===== config.mk =====
export PLATFORM = sky130hd
export DESIGN_NAME = mem_stage
export DESIGN_NICKNAME = d
export VERILOG_FILES = /design/src/rtl/mem_stage_pkg.sv /design/src/rtl/mem_stage_load_align.sv /design/src/rtl/mem_stage.sv
export SDC_FILE = /design/constraint.sdc
export NUM_CORES = 1
export LEC_CHECK = 0
export CAP_MARGIN = 20
export CORE_AREA = 3 3 123 125
export DETAILED_ROUTE_END_ITERATION = 10
export DIE_AREA = 0 0 126 128
export DONT_BUFFER_PORTS = 1
export PLACE_DENSITY_LB_ADDON = 0.08
export RECOVER_POWER = 25
export SETUP_SLACK_MARGIN = 0.05
export SYNTH_ARGS = -nofsm -noshare
export SYNTH_HDL_FRONTEND = slang
export SYNTH_HIERARCHICAL = 1
export SYNTH_SLANG_ARGS = --single-unit

===== constraint.sdc =====
create_clock -name clk -period 4.4 [get_ports clk]
set_input_delay 0.88 -clock clk [delete_from_list [all_inputs] [get_ports clk]]
set_output_delay 0.88 -clock clk [all_outputs]
set_load 0.02 [all_outputs]

===== src/rtl/mem_stage_pkg.sv =====
// Shared definitions for the memory stage: op codes, reset/stall levels and
// helpers for classifying accesses and building store byte lanes.
package mem_stage_pkg;

  localparam logic        RstEnable = 1'b1;
  localparam logic        Stop      = 1'b1;
  localparam logic        NoStop    = 1'b0;
  localparam logic [31:0] ZeroWord  = 32'h0000_0000;

  localparam logic [5:0] Lb  = 6'h20;
  localparam logic [5:0] Lh  = 6'h21;
  localparam logic [5:0] Lw  = 6'h23;
  localparam logic [5:0] Lbu = 6'h24;
  localparam logic [5:0] Lhu = 6'h25;
  localparam logic [5:0] Sb  = 6'h28;
  localparam logic [5:0] Sh  = 6'h29;
  localparam logic [5:0] Sw  = 6'h2b;

  function automatic logic is_load(input logic [5:0] op);
    return (op == Lb) || (op == Lbu) || (op == Lh) || (op == Lhu) || (op == Lw);
  endfunction

  function automatic logic is_store(input logic [5:0] op);
    return (op == Sb) || (op == Sh) || (op == Sw);
  endfunction

  function automatic logic is_misaligned(input logic [5:0] op, input logic [1:0] k);
    case (op)
      Lw, Sw:       return k != 2'b00;
      Lh, Lhu, Sh:  return k[0];
      default:      return 1'b0;
    endcase
  endfunction

  // Loads always fetch the whole word; lane selection happens on return.
  function automatic logic [3:0] store_be(input logic [5:0] op, input logic [1:0] k);
    case (op)
      Sb:      return 4'b0001 << k;
      Sh:      return k[1] ? 4'b1100 : 4'b0011;
      default: return 4'b1111;
    endcase
  endfunction

  function automatic logic [31:0] store_data(input logic [5:0] op, input logic [31:0] d);
    case (op)
      Sb:      return {4{d[7:0]}};
      Sh:      return {2{d[15:0]}};
      default: return d;
    endcase
  endfunction

endpackage


===== src/rtl/mem_stage_load_align.sv =====
// Selects the addressed byte/halfword of a returned word and extends it.
module mem_load_align
  import mem_stage_pkg::*;
(
  input  logic [31:0] rdata_i,
  input  logic [1:0]  k_i,
  input  logic [5:0]  op_i,
  output logic [31:0] data_o
);

  logic [7:0]  byte_sel;
  logic [15:0] half_sel;

  always_comb begin
    byte_sel = 8'(rdata_i >> {k_i, 3'b000});
    half_sel = k_i[1] ? rdata_i[31:16] : rdata_i[15:0];
    case (op_i)
      Lb:      data_o = {{24{byte_sel[7]}}, byte_sel};
      Lbu:     data_o = {24'h0, byte_sel};
      Lh:      data_o = {{16{half_sel[15]}}, half_sel};
      Lhu:     data_o = {16'h0, half_sel};
      default: data_o = rdata_i;
    endcase
  end

endmodule


===== src/rtl/mem_stage.sv =====
// Memory stage: passes ALU results through, and runs loads/stores as a
// request/ack handshake to data memory while holding the pipeline.
module mem_stage
  import mem_stage_pkg::*;
(
  input  logic        clk,
  input  logic        rst,
  input  logic [5:0]  stall,
  input  logic [31:0] inst_i,
  input  logic [31:0] regcData_i,
  input  logic        regcWrite_i,
  input  logic [4:0]  regcAddr_i,
  input  logic [5:0]  op_i,
  input  logic [31:0] memAddr_i,
  input  logic [31:0] memData_i,
  output logic [31:0] inst_o,
  output logic [31:0] regcData_o,
  output logic        regcWrite_o,
  output logic [4:0]  regcAddr_o,
  output logic        mem_req,
  output logic        mem_we,
  output logic [31:0] mem_addr,
  output logic [31:0] mem_wdata,
  output logic [3:0]  mem_be,
  input  logic [31:0] mem_rdata,
  input  logic        mem_ack,
  output logic        stallreq_o,
  output logic        misalign_o
);

  typedef enum logic [1:0] {IDLE, REQ, DONE} state_e;

  state_e      state_q;
  logic [31:0] rdata_q;
  logic [5:0]  op_q;
  logic [1:0]  k_q;

  logic [1:0]  k;
  logic        is_mem, mis, issue;
  logic [3:0]  be_d;
  logic [31:0] wdata_d;
  logic [31:0] load_data;
  logic        unused_stall;

  assign unused_stall = ^{stall[5], stall[3:0]};

  assign k       = memAddr_i[1:0];
  assign is_mem  = is_load(op_i) || is_store(op_i);
  assign mis     = is_mem && is_misaligned(op_i, k);
  assign issue   = (state_q == IDLE) && is_mem && !mis;
  assign be_d    = store_be(op_i, k);
  assign wdata_d = store_data(op_i, memData_i);

  // Op and lane are latched at issue so DONE does not depend on EX_MEM holding.
  mem_load_align u_align (
    .rdata_i (rdata_q),
    .k_i     (k_q),
    .op_i    (op_q),
    .data_o  (load_data)
  );

  always_ff @(posedge clk) begin
    if (rst == RstEnable) begin
      state_q   <= IDLE;
      mem_req   <= 1'b0;
      mem_we    <= 1'b0;
      mem_addr  <= ZeroWord;
      mem_wdata <= ZeroWord;
      mem_be    <= 4'b0000;
      rdata_q   <= ZeroWord;
      op_q      <= 6'h00;
      k_q       <= 2'b00;
    end else begin
      case (state_q)
        IDLE: if (issue) begin
          mem_req   <= 1'b1;
          mem_we    <= is_store(op_i);
          mem_addr  <= {memAddr_i[31:2], 2'b00};
          mem_be    <= be_d;
          mem_wdata <= wdata_d;
          op_q      <= op_i;
          k_q       <= k;
          state_q   <= REQ;
        end
        REQ: if (mem_ack) begin
          mem_req <= 1'b0;
          mem_we  <= 1'b0;
          rdata_q <= mem_rdata;
          state_q <= DONE;
        end
        DONE: if (!stall[4]) state_q <= IDLE;
        default: state_q <= IDLE;
      endcase
    end
  end

  always_comb begin
    inst_o      = inst_i;
    regcAddr_o  = regcAddr_i;
    regcData_o  = regcData_i;
    regcWrite_o = regcWrite_i;
    stallreq_o  = NoStop;
    misalign_o  = 1'b0;
    case (state_q)
      IDLE: begin
        if (mis) begin
          misalign_o  = 1'b1;
          regcWrite_o = 1'b0;
        end else if (issue) begin
          stallreq_o = Stop;
        end
      end
      REQ:  stallreq_o = Stop;
      DONE: begin
        if (is_load(op_q))  regcData_o  = load_data;
        if (is_store(op_q)) regcWrite_o = 1'b0;
      end
      default: ;
    endcase
    if (rst == RstEnable) begin
      stallreq_o = NoStop;
      misalign_o = 1'b0;
    end
  end

endmodule


# Word-level counts from Yosys, hierarchy flattened
# Cells that the tools add are included.
[totals]
reg_bits = 110
output_inout_bits = 142
wordCells = 85
[classes]
eq_ne = 21
n_shift = 2
muxes = 27
reduce_logical = 26
[ops]
columns = ["operator", "n"]
rows = [
  ["$pmux 32 s4", 1],
  ["$eq 6x6->1 const B", 16],
  ["$mux 32", 2],
  ["$pmux 32 s2", 1],
  ["$shr 32x5->8", 1],
  ["$mux 16", 1],
  ["$logic_or 1x1->1", 13],
  ["$mux 1", 11],
  ["$pmux 1 s2", 5],
  ["$pmux 4 s2", 1],
  ["$mux 2", 3],
  ["$ne 2x2->1 const B", 3],
  ["$pmux 2 s3", 1],
  ["$reduce_and 3->1", 2],
  ["$mux 4", 1],
  ["$reduce_and 2->1", 2],
  ["$reduce_bool 2->1", 2],
  ["$shl 1x2->4 const A", 1],
  ["$logic_and 1x1->1", 3],
  ["$reduce_or 3->1", 1],
  ["$eq 2x1->1 const B", 1],
  ["$eq 2x2->1 const B", 1],
  ["$logic_not 2->1", 1],
  ["$reduce_or 2->1", 1],
  ["$logic_not 1->1", 1],
]

# Depth between registers and ports, before layout
# Gate-level depths: netlist (run 1).
[logic_depth]
ltp_word = 13
mapped_depth = 7

# Modules after synthesis
# The synthesis (run 1) kept the hierarchy.
[by_module_without_submodules]
columns = ["mod", "n_inst", "cells_per_inst", "area_per_inst_um2", "seq_area_each_um2"]
rows = [
  ["mem_stage", 1, 620, 5193.7, 2202.1],
  ["mem_load_align", 1, 115, 649.4, 0.0],
]

# Worst setup path after synthesis (run 1)
# OpenSTA, ideal clock, no wires.
[synth_timing]
kind = "input to output"
start = "input port op_i[0]"
end = "output port regcWrite_o"
arrival_ns = 2.349
t_required_ns = 3.520
setup_slack_ns = 1.171
cell_stages = 6
path_buffers = 3
cell_sequence = "buf_2 -> and4b_1 -> a31o_2 -> buf_6 -> buf_2 -> a221oi_1"
[synth_via]
elab_chain_len = 9
[synth_lines]
columns = ["item", "line", "text"]
rows = [
  ["from (decl)", "mem_stage.sv:13", "input logic [5:0] op_i,"],
  ["parallel branches: the longest is 6 deep, another holds $eq 6x6->1", "--", ""],
  ["$logic_and 1x1->1 (*)", "mem_stage.sv:49", "assign mis = is_mem && is_misaligned(op_i, k);"],
  ["$mux 1 (*)", "mem_stage.sv:106", "if (mis) begin"],
  ["$pmux 1 s2 (*)", "mem_stage.sv:104", "case (state_q)"],
  ["to (decl)", "mem_stage.sv:18", "output logic regcWrite_o,"],
]
# Mark *: on every way between the ends.

# Worst setup path in the final report (run 1)
[layout_timing]
start = "register op_q[3]"
end = "output port regcData_o[14]"
[layout_rtl]
columns = ["item", "line", "text"]
rows = [
  ["from (decl)", "mem_stage.sv:35", "logic [5:0] op_q;"],
  ["from (signal assigned)", "mem_stage.sv:81", "op_q <= op_i;"],
  ["$eq 6x6->1", "mem_stage_load_align.sv:17", "case (op_i)"],
  ["$pmux 32 s4 (*)", "mem_stage_load_align.sv:17", ""],
  ["named net load_data[14]", "mem_stage.sv:42", "logic [31:0] load_data;"],
  ["$mux 32 (*)", "mem_stage.sv:115", "if (is_load(op_q)) regcData_o = load_data;"],
  ["$mux 32 (*)", "mem_stage.sv:104", ""],
  ["to (decl)", "mem_stage.sv:17", "output logic [31:0] regcData_o,"],
]
# The timed path passes the listed nets; every way through them passes the cells marked *.

==> flow_summary.toml, run 1 <==
[logic_synthesis]
netlist_area_sq_um = 5840
ys_seq_area_share_pct = 37.7
yosysMostFrequentCell = "a21oi_1"
synth_top_cell_by_area = "dfxtp_1"
postSynthCellCount = 735
synth.distinct_cells = 47
synth_top_area_share_pct = 37.7
synthTopCellsByArea = "dfxtp_1, a21oi_1, nand2_1"
ys_ff_latch = 110
ys_top_cells_by_count = "a21oi_1, dfxtp_1, nand2_1"
async_flop_share_pct = 0
synth_edf_count = 0
ys.flop_type = "dfxtp_1"
avgSynthCellArea_sq_um = 7.95
yosysWarnings = 6

[sta]
worstMarginPinSlew_ns = 1.10
fmax_mhz = 290
post-route-min-period_ns = 3.45
fin_worst_skew_ns = 0.00607
hold_ws_ns = 0.459
post-route-period-util_pct = 78.4
rsz0062_at_grt = "false"
setup_viol = 0
max-slew-margin-rel_pct = 25.8
hold_violations = 0
slew_violations = 0
fin_setup_tns_ns = 0

[die]
core_area_sq_um = 14000
io-pin-count = 323
rows = 43
die_area_sq_um = 16100
die_height_um = 128
fp.dieW_um = 126
initial_core_util_pct = 41.8

[drt]
vias = 5047
viasPerCell = 6.03
routedWlPerCell_um = 22.3
drtIter0Drc = 394
drtAntennaViolNets = 0
drcViolationCount = 0
drt-pass1-iter-count = 6
drt_wl_total_um = 18700

[power]
power.leakage_nw = 1.98
power.density_nw_per_um2 = 370
total_power_mw = 2.19
ir_worst_vdd_uv = 165

[hold_path]
hp-class = "reg2reg"

[grt]
gr-total-overflow = 0
grt.total_usage_pct = 22.1
antenna_found_initial = 0
grt_pass1_vias = 4857
grt_pass1_wl_um = 28200
grt_max_degree = 113

[clock_network]
clock_latency_ns = 0.35
post_cts_buffers = 0
ctsHtreeMaxLevel = 3
cts_root_buf = "clkbuf_16"
cts_tree = "yes"
cts_made_buffers = 9
cts_sinks = 110
cts_hold_buf = 0
path_clk_slew_ns = 0.07
cts_buffer_depth = 2
cts.repair.resized = 0

[placement]
dp_hpwl_um = 13300
numPortBuffers = 0
gp_congestion = 0.865

[worst_setup_path]
critPathRequiredTime_ns = 3.52
slowest_delay_ns = 0.75
reg2reg_to = "mem_be[0]"
startpoint = "op_q[3]"
cp_max_fo = 9
reg2reg_setup_slack_ns = 2.20
cp_slowest_cell = "or4b_1"
endpoint_kind = "output port"
start_kind = "flop"
worstSetupPathType = "reg2out"
r2r-start = "state_q[0]"
crit_chain = "or4b_1 -> a2111oi_4 -> a211oi_1 -> mux2_2"
reg2reg_depth = 5
arrival_ns = 2.57
crit_end = "regcData_o[14]"

[flow_run]
maxCapViolCount = 0

[cells_and_area]
syn_to_final_growth_pct = 1.52
fin_nets = 834
diodes = 0
nFillCells = 1466
drive_above_1_share_pct = 11.3

[run_status]
status = "complete, no violations"
## placed cells by master (no fill, tap or decap), types with 8 or more instances in the layout
master       n
a21oi_1    117
dfxtp_1    110
nand2_1    109
o21ai_0     65
nand3_1     52
mux2_2      35
nor2_1      25
mux2i_1     22
a311oi_1    15
a211oi_1    12
buf_4       12
clkbuf_16    9
inv_1        8
o2111ai_1    8
o22ai_1      8
## state kept, by name, summed over array words and instances, names as in the netlist
name / count
op_q: 6
mem_wdata: 32
rdata_q: 32
state_q: 2
mem_req: 1
k_q: 2
mem_be: 4
mem_we: 1
mem_addr: 30
## logic make-up (layout without fill, tap and decap cells)
kind of cell	after synthesis	in the layout	share of synthesized area, %
other cells	1	2	0.0642
simple gates	211	211	16.9
buf+inv	115	36	10.8
mux	58	58	10.7
flops	110	110	37.7
compound gates	240	240	23.8
## cell type report
cell class / count / area, sq um / area share, %
Clock inverter: 5 / 82.6 / 1.39
Tap cell: 180 / 225 / 3.80
Multi-Input combinational cell: 511 / 3040 / 51.2
Timing Repair Buffer: 13 / 118 / 1.98
Sequential cell: 110 / 2200 / 37.1
Inverter: 8 / 30.0 / 0.506
Clock buffer: 10 / 239 / 4.03
## critical path, delay by kind of cell, from the launching register on
kind,cells,cell delay [ns]
mux,1,0.37
flops,1,0.36
compound gates,2,0.73
simple gates,1,0.75
## through the flow
stage                     cells  setup WS, ns  utilization [%]  instance area, sq um
final                       837         0.951             42.4                  5930
after global routing        837         0.833             42.4                  5930
after CTS                   836         0.937             42.2                  5900
after detailed placement    821          1.31             39.9                  5580
after global placement      821          1.34             39.9                  5580
after floorplan             736          1.17                -                  5850
## how the worst min path moves through the flow
stage | start | slack (ns) | cells past startpoint | to
5_1_grt | rdata_q[2] | 0.48 | 2 | rdata_q[2]
3_3_place_gp | rdata_q[0] | 0.44 | 2 | rdata_q[0]
6_report | rdata_q[4] | 0.46 | 2 | rdata_q[4]
4_1_cts | rdata_q[0] | 0.45 | 2 | rdata_q[0]
3_5_place_dp | rdata_q[0] | 0.44 | 2 | rdata_q[0]
2_1_floorplan | rdata_q[0] | 0.44 | 2 | rdata_q[0]
## power breakdown
group	total, mW	internal, mW	leakage [nW]	switching, mW
clock network	0.887	0.514	0.159	0.374
registers	1.09	1.03	0.892	0.0628
logic	0.213	0.0739	0.928	0.139
total	2.19	1.62	1.98	0.575
## per-layer routing
metal | part of all wire, % | global-route usage [%] | vias to the layer above
met5 | 0 | 0 | -
met4 | 3.3 | 9.97 | 0
met3 | 9.4 | 6.75 | 43
met2 | 46 | 34.7 | 244
met1 | 41 | 28.0 | 2361
li1 | - | - | 2399
Note: power is estimated with default switching activity, not from simulation.
==> run 2: changes to the inputs <==
==> constraint.sdc (replaced) <==
create_clock -name clk -period 3.19 [get_ports clk]
set_input_delay 0.638 -clock clk [delete_from_list [all_inputs] [get_ports clk]]
set_output_delay 0.638 -clock clk [all_outputs]
set_load 0.02 [all_outputs]
==> run 2 against run 1 <==
Compared with the run above:
- register-to-register slack got worse by 1.2 ns
- utilization rose by 0.23 points
- clock power rose by 32%
- hold slack got worse by 0.10 ns
- sequential share of layout area fell by 0.20 points
- cell area rose by 0.55%
- critical path depth did not move
- via count fell by 0.46%
- first-iteration DRC count fell by 12%
- routed wire length fell by 0.30%
- combinational power rose by 41%
- critical path type unchanged
==> flow_summary.toml, run 2 (synthesis gave the netlist of run 1 again) <==
[worst_setup_path]
start_kind = "flop"
cp_max_fo = 7
reg2reg_setup_slack_ns = 0.99
worstSetupPathType = "reg2out"
endpoint_kind = "output port"
slowest_delay_ns = 0.64
critPathRequiredTime_ns = 2.55
reg2reg_depth = 5
arrival_ns = 2.36
r2r-start = "state_q[0]"
crit_chain = "or4b_1 -> a2111oi_4 -> a211oi_1 -> mux2_2"
cp_slowest_cell = "or4b_1"
reg2reg_to = "mem_wdata[21]"

[sta]
finalWorstSetupSlack_ns = 0.190
setup_viol = 0
post-route-min-period_ns = 3.00
worstMarginPinSlew_ns = 0.845
rsz0062_at_grt = "false"
fin_worst_skew_ns = 0.00672
post-route-period-util_pct = 94.0
max-slew-margin-rel_pct = 43.6
hold_violations = 0
fmax_mhz = 333
slew_violations = 0
fin_setup_tns_ns = 0

[drt]
viasPerCell = 5.95
drt-pass1-iter-count = 5
drt_wl_total_um = 18600
drcViolationCount = 0
drtIter0Drc = 347
routedWlPerCell_um = 22.0
drtAntennaViolNets = 0
vias = 5024

[run_status]
status = "complete, no violations"

[flow_run]
maxCapViolCount = 0

[cells_and_area]
final_cell_mix = "a21oi_1, dfxtp_1, nand2_1, o21ai_0, nand3_1"
postLayoutCellArea_sq_um = 5960
final_common_cell = "a21oi_1"
fin_nets = 842
final_cells = 845
syn_to_final_growth_pct = 2.08
diodes = 0
top_regs = "mem_wdata: 32 flops, rdata_q: 32 flops, mem_addr: 30 flops"
drive_above_1_share_pct = 12.3

[die]
fp.dieW_um = 126
die_height_um = 128
rows = 43
die_area_sq_um = 16100
io-pin-count = 323
core_area_sq_um = 14000
initial_core_util_pct = 41.8

[placement]
dp_hpwl_um = 13300
gp_congestion = 0.888
place_inst = 830
dp_slack_ns = 0.510
place_area_sq_um = 5650
numPortBuffers = 0

[grt]
use_met2_pct = 33.8
top_usage_layer = "met2"
grt.total_usage_pct = 21.7
grt_max_degree = 113
gr-total-overflow = 0
grt_pass1_wl_um = 27800
grt_util_met1_pct = 28.1
met3_usage_pct = 6.83
antenna_found_initial = 0
grt_pass1_vias = 4723

[power]
power.density_nw_per_um2 = 498
power.leakage_nw = 2.00
ir_worst_vdd_uv = 256

[clock_network]
clock_latency_ns = 0.35
cts_hold_buf = 0
cts_tree = "yes"
cts_buffer_depth = 2
cts_root_buf = "clkbuf_16"
cts_sinks = 110
ctsHtreeMaxLevel = 3
path_clk_slew_ns = 0.07
cts_made_buffers = 9

[hold_path]
min_to = "mem_wdata[12]"
hp-class = "in2reg"
min_path_cells = 1
hold_start = "rst"
## run 2: worst max-delay path by stage
stage            start             end  slack, ns  depth (start not counted)
2_1_floorplan  op_i[0]     regcWrite_o       0.44                          6
3_3_place_gp   op_q[3]  regcData_o[14]       0.53                          4
3_5_place_dp   op_i[1]   mem_wdata[21]       0.51                          6
4_1_cts        op_q[3]  regcData_o[14]       0.11                          4
5_1_grt        op_q[3]  regcData_o[13]       0.07                          4
6_report       op_q[3]  regcData_o[14]       0.19                          4
## run 2: layer usage
metal | wire (um) | part of all wire, %
met2 | 8510 | 46
met5 | 0 | 0
met1 | 7920 | 43
met3 | 1730 | 9.3
met4 | 460 | 2.5
## run 2: critical path, delay by kind of cell, from the launching register on
kind             cells  cell delay, ns
AO/OA/AOI/OAI        2            0.64
flip-flops           1            0.36
AND/OR/NAND/NOR      1            0.64
multiplexers         1            0.36
## run 2: layout make-up
| cell class | count | area [sq um] |
|---|---|---|
| repair buffers | 21 | 158 |
| multi-input cells | 511 | 3040 |
| clock inverters | 4 | 53.8 |
| fillers | 1430 | 8020 |
| well taps | 180 | 225 |
| inverters | 8 | 30.0 |
| clock buffers | 11 | 253 |
| flip-flops and latches | 110 | 2200 |
## run 2: timing repair
item | in CTS | in global routing
buffers inserted | 0 | 0
endpoints found under the setup margin | 0 | 6
resized for setup | 0 | 1
## run 2: where the power goes
part           internal [mW]  total, mW  switching (mW)
Clock                  0.651       1.17           0.516
Combinational          0.105      0.300           0.195
Sequential              1.42       1.50          0.0842
## run 2: metrics by stage
stage	total power, mW	utilization (%)	hold slack [ns]
final	2.97	42.6	0.359
after CTS	3.00	42.6	0.342
after detailed placement	1.84	40.4	0.445
after global placement	1.83	40.4	0.443
after global routing	3.08	42.6	0.349
after floorplan	1.86	-	0.436
